$ cat config.mk
export PLATFORM = sky130hd
export DESIGN_NAME = pmt_scan_ctrl
export DESIGN_NICKNAME = d
export VERILOG_FILES = /design/src/rtl/pmt_scan_ctrl.sv
export SDC_FILE = /design/constraint.sdc
export NUM_CORES = 1
export LEC_CHECK = 0
export ABC_AREA = 1
export CAP_MARGIN = 20
export CELL_PAD_IN_SITES_DETAIL_PLACEMENT = 1
export CELL_PAD_IN_SITES_GLOBAL_PLACEMENT = 1
export CORE_ASPECT_RATIO = 0.5
export CORE_MARGIN = 4
export CORE_UTILIZATION = 25
export CTS_BUF_LIST = sky130_fd_sc_hd__clkbuf_4 sky130_fd_sc_hd__clkbuf_8 sky130_fd_sc_hd__clkbuf_16
export DETAILED_ROUTE_END_ITERATION = 10
export GPL_TIMING_DRIVEN = 0
export HOLD_SLACK_MARGIN = 0.15
export PLACE_DENSITY_LB_ADDON = 0.1
export SETUP_SLACK_MARGIN = 0.02
export SYNTH_ARGS = -nofsm -noshare
export SYNTH_HDL_FRONTEND = slang
export SYNTH_SLANG_ARGS = --single-unit
$ cat constraint.sdc
create_clock -name clk_i -period 4.82 [get_ports clk_i]
set_clock_uncertainty 0.2 [all_clocks]
set_input_delay 1.446 -clock clk_i [delete_from_list [all_inputs] [get_ports clk_i]]
set_output_delay 1.446 -clock clk_i [all_outputs]
set_load 0.02 [all_outputs]
$ cat src/rtl/pmt_scan_ctrl.sv
// pmt_scan_ctrl: PMT line-scan sequencer (pre-delay, timed lines, inter-line gaps, end pulse).
// Define SCAN_TIMEOUT_EN to add the session watchdog driven by cfg_timeout_i.
module pmt_scan_ctrl #(
  parameter int unsigned LINE_GAP = 8,
  parameter real TCQ = 0.1
) (
  input  logic        clk_i,
  input  logic        rst_n_i,
  input  logic        scan_start_i,
  input  logic        scan_stop_i,
  input  logic [15:0] cfg_pre_delay_i,
  input  logic [31:0] cfg_line_len_i,
  input  logic [15:0] cfg_line_num_i,
  input  logic [31:0] cfg_timeout_i,
  output logic        adc_start_en_o,
  output logic        adc_end_en_o,
  output logic        scan_busy_o,
  output logic        scan_done_o,
  output logic        scan_err_o,
  output logic [15:0] line_cnt_o,
  output logic [2:0]  state_o
);
  typedef enum logic [2:0] {IDLE = 3'd0, PRE = 3'd1, LINE = 3'd2, GAP = 3'd3, END = 3'd4} state_t;
  state_t state, state_n;
  logic [31:0] cnt, cnt_n, cnt_inc, len_q;
  logic [15:0] pre_q, num_q, line_n;
  logic err_n, load, active, tmo_hit, unused_tcq;
  assign unused_tcq = TCQ > 0.0;
  assign cnt_inc = cnt + 32'd1;
  assign active = state inside {PRE, LINE, GAP};
  assign state_o = state;
`ifdef SCAN_TIMEOUT_EN
  logic [31:0] tmo_q, sess;
  assign tmo_hit = active && tmo_q != '0 && sess + 32'd1 == tmo_q;
  always_ff @(posedge clk_i or negedge rst_n_i) begin
    if (!rst_n_i) begin
      tmo_q <= '0;
      sess <= '0;
    end else begin
      if (load) tmo_q <= cfg_timeout_i;
      sess <= active ? sess + {31'd0, sess != '1} : '0;
    end
  end
`else
  logic unused_tmo;
  assign unused_tmo = ^cfg_timeout_i;
  assign tmo_hit = 1'b0;
`endif
  always_comb begin
    state_n = state;
    cnt_n = cnt_inc;
    line_n = line_cnt_o;
    err_n = scan_err_o | tmo_hit;
    load = 1'b0;
    case (state)
      IDLE: begin
        cnt_n = '0;
        if (scan_start_i && !scan_stop_i) begin
          load = cfg_line_len_i != '0 && cfg_line_num_i != '0;
          err_n = !load;
          line_n = load ? '0 : line_cnt_o;
          state_n = load ? PRE : IDLE;
        end
      end
      PRE: if (cnt_inc >= {16'd0, pre_q}) begin
        state_n = LINE;
        cnt_n = '0;
      end
      LINE: if (cnt_inc == len_q) begin
        line_n = line_cnt_o + 16'd1;
        state_n = line_n == num_q ? END : GAP;
        cnt_n = '0;
      end
      GAP: if (cnt_inc == LINE_GAP) begin
        state_n = LINE;
        cnt_n = '0;
      end
      default: begin
        state_n = IDLE;
        cnt_n = '0;
      end
    endcase
    // abort and watchdog win over any phase transition; a partial line is never counted
    if (active && (scan_stop_i || tmo_hit)) begin
      state_n = END;
      cnt_n = '0;
      line_n = line_cnt_o;
    end
  end
  always_ff @(posedge clk_i or negedge rst_n_i) begin
    if (!rst_n_i) begin
      state <= IDLE;
      cnt <= '0;
      pre_q <= '0;
      len_q <= '0;
      num_q <= '0;
      line_cnt_o <= '0;
      scan_err_o <= 1'b0;
      adc_start_en_o <= 1'b0;
      adc_end_en_o <= 1'b0;
      scan_done_o <= 1'b0;
      scan_busy_o <= 1'b0;
    end else begin
      state <= state_n;
      cnt <= cnt_n;
      line_cnt_o <= line_n;
      scan_err_o <= err_n;
      adc_start_en_o <= state_n == LINE;
      adc_end_en_o <= state_n == END;
      scan_done_o <= state_n == END;
      scan_busy_o <= state_n != IDLE;
      if (load) begin
        pre_q <= cfg_pre_delay_i;
        len_q <= cfg_line_len_i;
        num_q <= cfg_line_num_i;
      end
    end
  end
endmodule

# [Word level (Yosys, flattened, before mapping)]
# Index checks and enable logic that the tools add are counted.
# W data, S select, Z words.
[word_totals] register_bits=119 wordCells=57 output_inout_bits=24 input_bits=100
[classes] n_reduce_logical=13 magnitude_cmp=1 n_eq_ne=11 n_addsub=2 mux=19 bitwise=1
[ops] op="$mux W32" count=4
[ops] op="$pmux W32 S3" count=1
[ops] op="$mux W16" count=3
[ops] op="$add A32 B1 Y32 const B" count=1
[ops] op="$eq A32 B32 Y1" count=1
[ops] op="$eq A32 B4 Y1 const B" count=1
[ops] op="$ge A32 B16 Y1" count=1
[ops] op="$pmux W16 S2" count=1
[ops] op="$reduce_bool A32 Y1" count=1
[ops] op="$mux W3" count=6
[ops] op="$add A16 B1 Y16 const B" count=1
[ops] op="$eq A16 B16 Y1" count=1
[ops] op="$reduce_bool A16 Y1" count=1
[ops] op="$pmux W3 S4" count=1
[ops] op="$eq A3 B2 Y1 const B" count=3
[ops] op="$reduce_bool A3 Y1" count=2
[ops] op="$reduce_and A5 Y1" count=1
[ops] op="$ne A2 B2 Y1 const B" count=2
[ops] op="$eq A3 B1 Y1 const B" count=1
[ops] op="$eq A3 B3 Y1 const B" count=1
[ops] op="$logic_and A1 B1 Y1" count=3
[ops] op="$logic_not A3 Y1" count=1
[ops] op="$mux W1" count=3
[ops] op="$logic_not A1 Y1" count=2
[ops] op="other kinds (4)" count=4

# [Logic depth before layout (Yosys ltp)]
[depth] ltp_word=7 ltp_mapped=23 depth_no_buf=23

# [Worst setup path before layout]
# No wires, ideal clock.
[synth_timing] path_kind="in2reg" startpoint="input scan_stop_i" endpoint="register num_q[10]" path_slack_ps=1704 t_required_ps=4487 path_buffers=2 path_stages=8 arrival_time_ps=2783 setup_ps=133 cell_sequence="inv_1 > nand2_1 > nor3_1 > inv_1 > nor2_1 > clkbuf_1 > clkbuf_1 > o21ai_0"
[synth_between] elab_chain_len=4
[synth_lines] item="from (decl)" line_no="10" rtl="input logic scan_stop_i,"
[synth_lines] item="$logic_not A1 Y1" line_no="58" rtl="if (scan_start_i && !scan_stop_i) begin"
[synth_lines] item="$logic_and A1 B1 Y1" line_no="58"
[synth_lines] item="$mux W1" line_no="58"
[synth_lines] item="$mux W1" line_no="55" rtl="case (state)"
[synth_lines] item="to (signal assigned)" line_no="115" rtl="num_q <= cfg_line_num_i;"
[synth_lines] item="to (decl)" line_no="26" rtl="logic [15:0] pre_q, num_q, line_n;"
# No other way between the ends.
# A chain may end at the register's enable or synchronous reset.

# [Worst setup path in the final report]
[layout_timing] startpoint="input cfg_line_len_i[5]" endpoint="register num_q[10]"
[layout_between] elab_chain_len=4
[layout_lines] item="from (decl)" line_no="12" rtl="input logic [31:0] cfg_line_len_i,"
[layout_lines] item="$reduce_bool A32 Y1" line_no="59" rtl="load = cfg_line_len_i != '0 && cfg_line_num_i != '0;"
[layout_lines] item="$logic_and A1 B1 Y1" line_no="59"
[layout_lines] item="$mux W1" line_no="58"
[layout_lines] item="$mux W1" line_no="55"
# No other way between the ends.

==> metrics.yaml <==
status: "complete, no violations"
cts_tree: "done"
io_pins: 124
power_leakage_nw: 4.409
rr_endpoint: "cnt[13]$_DFF_PN0_"
area_growth_syn_to_layout_pct: 26.93
max_freq_mhz: 231.6
finalNetCount: 1312
min_period_over_period_pct: 89.58
final_cell_mix: "nand2_1, inv_1, dfrtp_1"
hp-class: "flop to flop"
cp_max_fo: 10
clock_sinks: 119
final-max-slew-violation-count: 0
synth.avg_cell_area_um2: 6.956
clkLatencyLatePin_ns: 0.44
grt_pass1_wl_um: 44590
first_pass_iters: 4
r2r_slack_ns: 1.05
ff_latch_area_um2: 2978
hpwlAfterDp_um: 22660
met1_usage_pct: 25.28
met2_usage_pct: 27.91
tritoncts.num_buffers: 17
ir_drop_mv: 0.2732
worstMarginPinSlew_ns: 0.9034
clk_root_buffer_cell: "clkbuf_16"
powerDensity_nw_per_um2: 401.1
synthMuxAreaShare_pct: 0
place_inst: 1565
critPathKind: "input port to flop"
max-slew-margin-rel_pct: 39.55
rsz0062_at_grt: "no"
initial_utilization_pct: 25.65
synthXorXnorAreaFrac_pct: 0.6983
yosys-top-cells-area: "dfrtp_1, nand2_1, inv_1"
drt_iter0_drc: 373
min_from: "len_q[1]$_DFFE_PN0P_"
grt_overflow: 0
ys_types: 35
ys.flop_type: "dfrtp_1"
clk_pin_slew_worst_paths_ns: 0.06
die_width_um: 253.4
coreArea_um2: 29340
r2r_cells: 19
final_hold_viol_count: 0
hold_depth: 2
yosys.area_share.simple_pct: 40.43
drive_above_1_share_pct: 9.693
synth-seq-area-share_pct: 39.57
grt_max_degree: 77
post-cts-setup-buffers: 0
cts_htree_levels: 4
yosysWarnings: 0
fin_area_um2: 9553
cp-end-kind: "flop"
drv_cap: 0
fillers: 3662
yosysTopAreaCell: "dfrtp_1"
port_buffers: 91
start_kind: "input port"
period_needed_ns: 4.318
synth_top_family_by_area: "simple AND/OR/NAND/NOR gates"
whs_ns: 0.2954
synth.ff_latch_count: 119
syn_nets: 1200
r2r-start: "cnt[0]$_DFF_PN0_"
setup_tns_ns: 0
ant_nets: 0
synth_enable_flop_cells: 0
vias_per_cell: 4.561
critical_path_arrival_ns: 4.46
mostFrequentLayoutCell: "nand2_1"
path_buf_inv: 3
slowest_stage: "nor4_1"
grt_usage_pct: 17.85
synthAdderAreaFrac_pct: 2.993
drc: 0
via_count: 7289
required_ns: 4.96
routabilityCongestion: 0.8509
gr-usage-met3_pct: 3.877
synth_compound_area_share_pct: 7.232
crit_path_max_incr_delay_ns: 0.61
antenna_found_initial: 0
critical_path.cell_chain: "clkdlybuf4s50_1 -> nor4_1 -> nand4_1 -> o21ai_0 -> nor2_1 -> clkbuf_1 -> clkbuf_1 -> o21ai_0"
stdcell_count: 1598
cts_hold_buf: 0
finalSetupViolations: 0
grt_busiest_layer: "met2"
syn_inst: 1082
wl_um: 28390
die_h_um: 130.7
cpLargestDelayFamily: "buffers and inverters"
postLayoutCoreUtil_pct: 32.56
grt_pass1_vias: 7734
rows: 44
routedWlPerCell_um: 17.76
clockBufferDepth: 2
min_to: "len_q[1]$_DFFE_PN0P_"
diodes: 0
synth_top_area_share_pct: 39.57
multiInputGateArea_um2: 3865
die-area_um2: 33110
synth_area_um2: 7526
post_cts_resized: 0
place_area_um2: 8955
async_flop_share_pct: 100.0
[Yosys cell counts (13+ instances only)]
master,instances
clkbuf_1,13
dfrtp_1,119
ha_1,18
inv_1,140
nand2_1,405
nand3_1,74
nand4_1,15
nor2_1,94
nor2_2,34
o21ai_0,60
o21ai_2,15
[worst register-to-register path: cells and delay by family, from the launching register on]
kind | cells | cell delay [ns]
flip-flops | 1 | 0.60
AND/OR/NAND/NOR | 17 | 2.27
adder cells (fa/ha/maj) | 1 | 0.39
buffers and inverters | 1 | 0.18
[cell type report]
type	instances	share of cell area, %
tap	391	5.121
inverter	142	5.580
buffer	20	1.572
clock buffer	18	4.597
sequential	119	31.17
timing repair buffer	93	9.889
clock inverter	14	1.611
multi-input combinational	801	40.46
[routing by layer]
metal | up-vias | part of all wire [%]
li1 | 3628 | -
met1 | 3543 | 53
met2 | 90 | 43
met3 | 28 | 3.0
met4 | 0 | 1.3
met5 | - | 0
[state kept, by name (all words and copies together), names as in the netlist]
signal / flops
len_q: 32
scan_done_o: 1
scan_busy_o: 1
cnt: 32
num_q: 16
adc_start_en_o: 1
line_cnt_o: 16
state_o: 3
scan_err_o: 1
pre_q: 16
[through the flow]
stage,worst slack (ns),total power [W]
final,0.5025,0.003832
after floorplan,1.704,0.002112
after global routing,0.3377,0.004107
after CTS,0.2345,0.003888
after global placement,-3.424,0.002505
after detailed placement,-0.2455,0.002544
[worst max-delay path by stage]
stage	start	end	slack [ns]	depth (start not counted)
2_1_floorplan	scan_stop_i	num_q[10]$_DFFE_PN0P_	1.70	8
3_3_place_gp	rst_n_i	len_q[16]$_DFFE_PN0P_	-3.42	1
3_5_place_dp	cfg_line_len_i[19]	len_q[18]$_DFFE_PN0P_	-0.25	9
4_1_cts	cfg_line_len_i[19]	len_q[18]$_DFFE_PN0P_	0.23	9
5_1_grt	scan_stop_i	num_q[10]$_DFFE_PN0P_	0.34	9
6_report	cfg_line_len_i[5]	num_q[10]$_DFFE_PN0P_	0.50	8
[cells by family after synthesis]
| family | Yosys count |
|---|---|
| AOI/OAI and AO/OA | 95 |
| and+or+nand+nor | 682 |
| xor gates and xnor gates | 6 |
| DFF | 119 |
| adders and majority gates | 18 |
| buffers and inverters | 162 |
[power by group]
| group | internal (W) | switching, W |
|---|---|---|
| clock network | 0.000776 | 0.000547 |
| logic | 0.000418 | 0.000651 |
| registers | 0.00127 | 0.000167 |
Power figures use the tool's default switching activity.
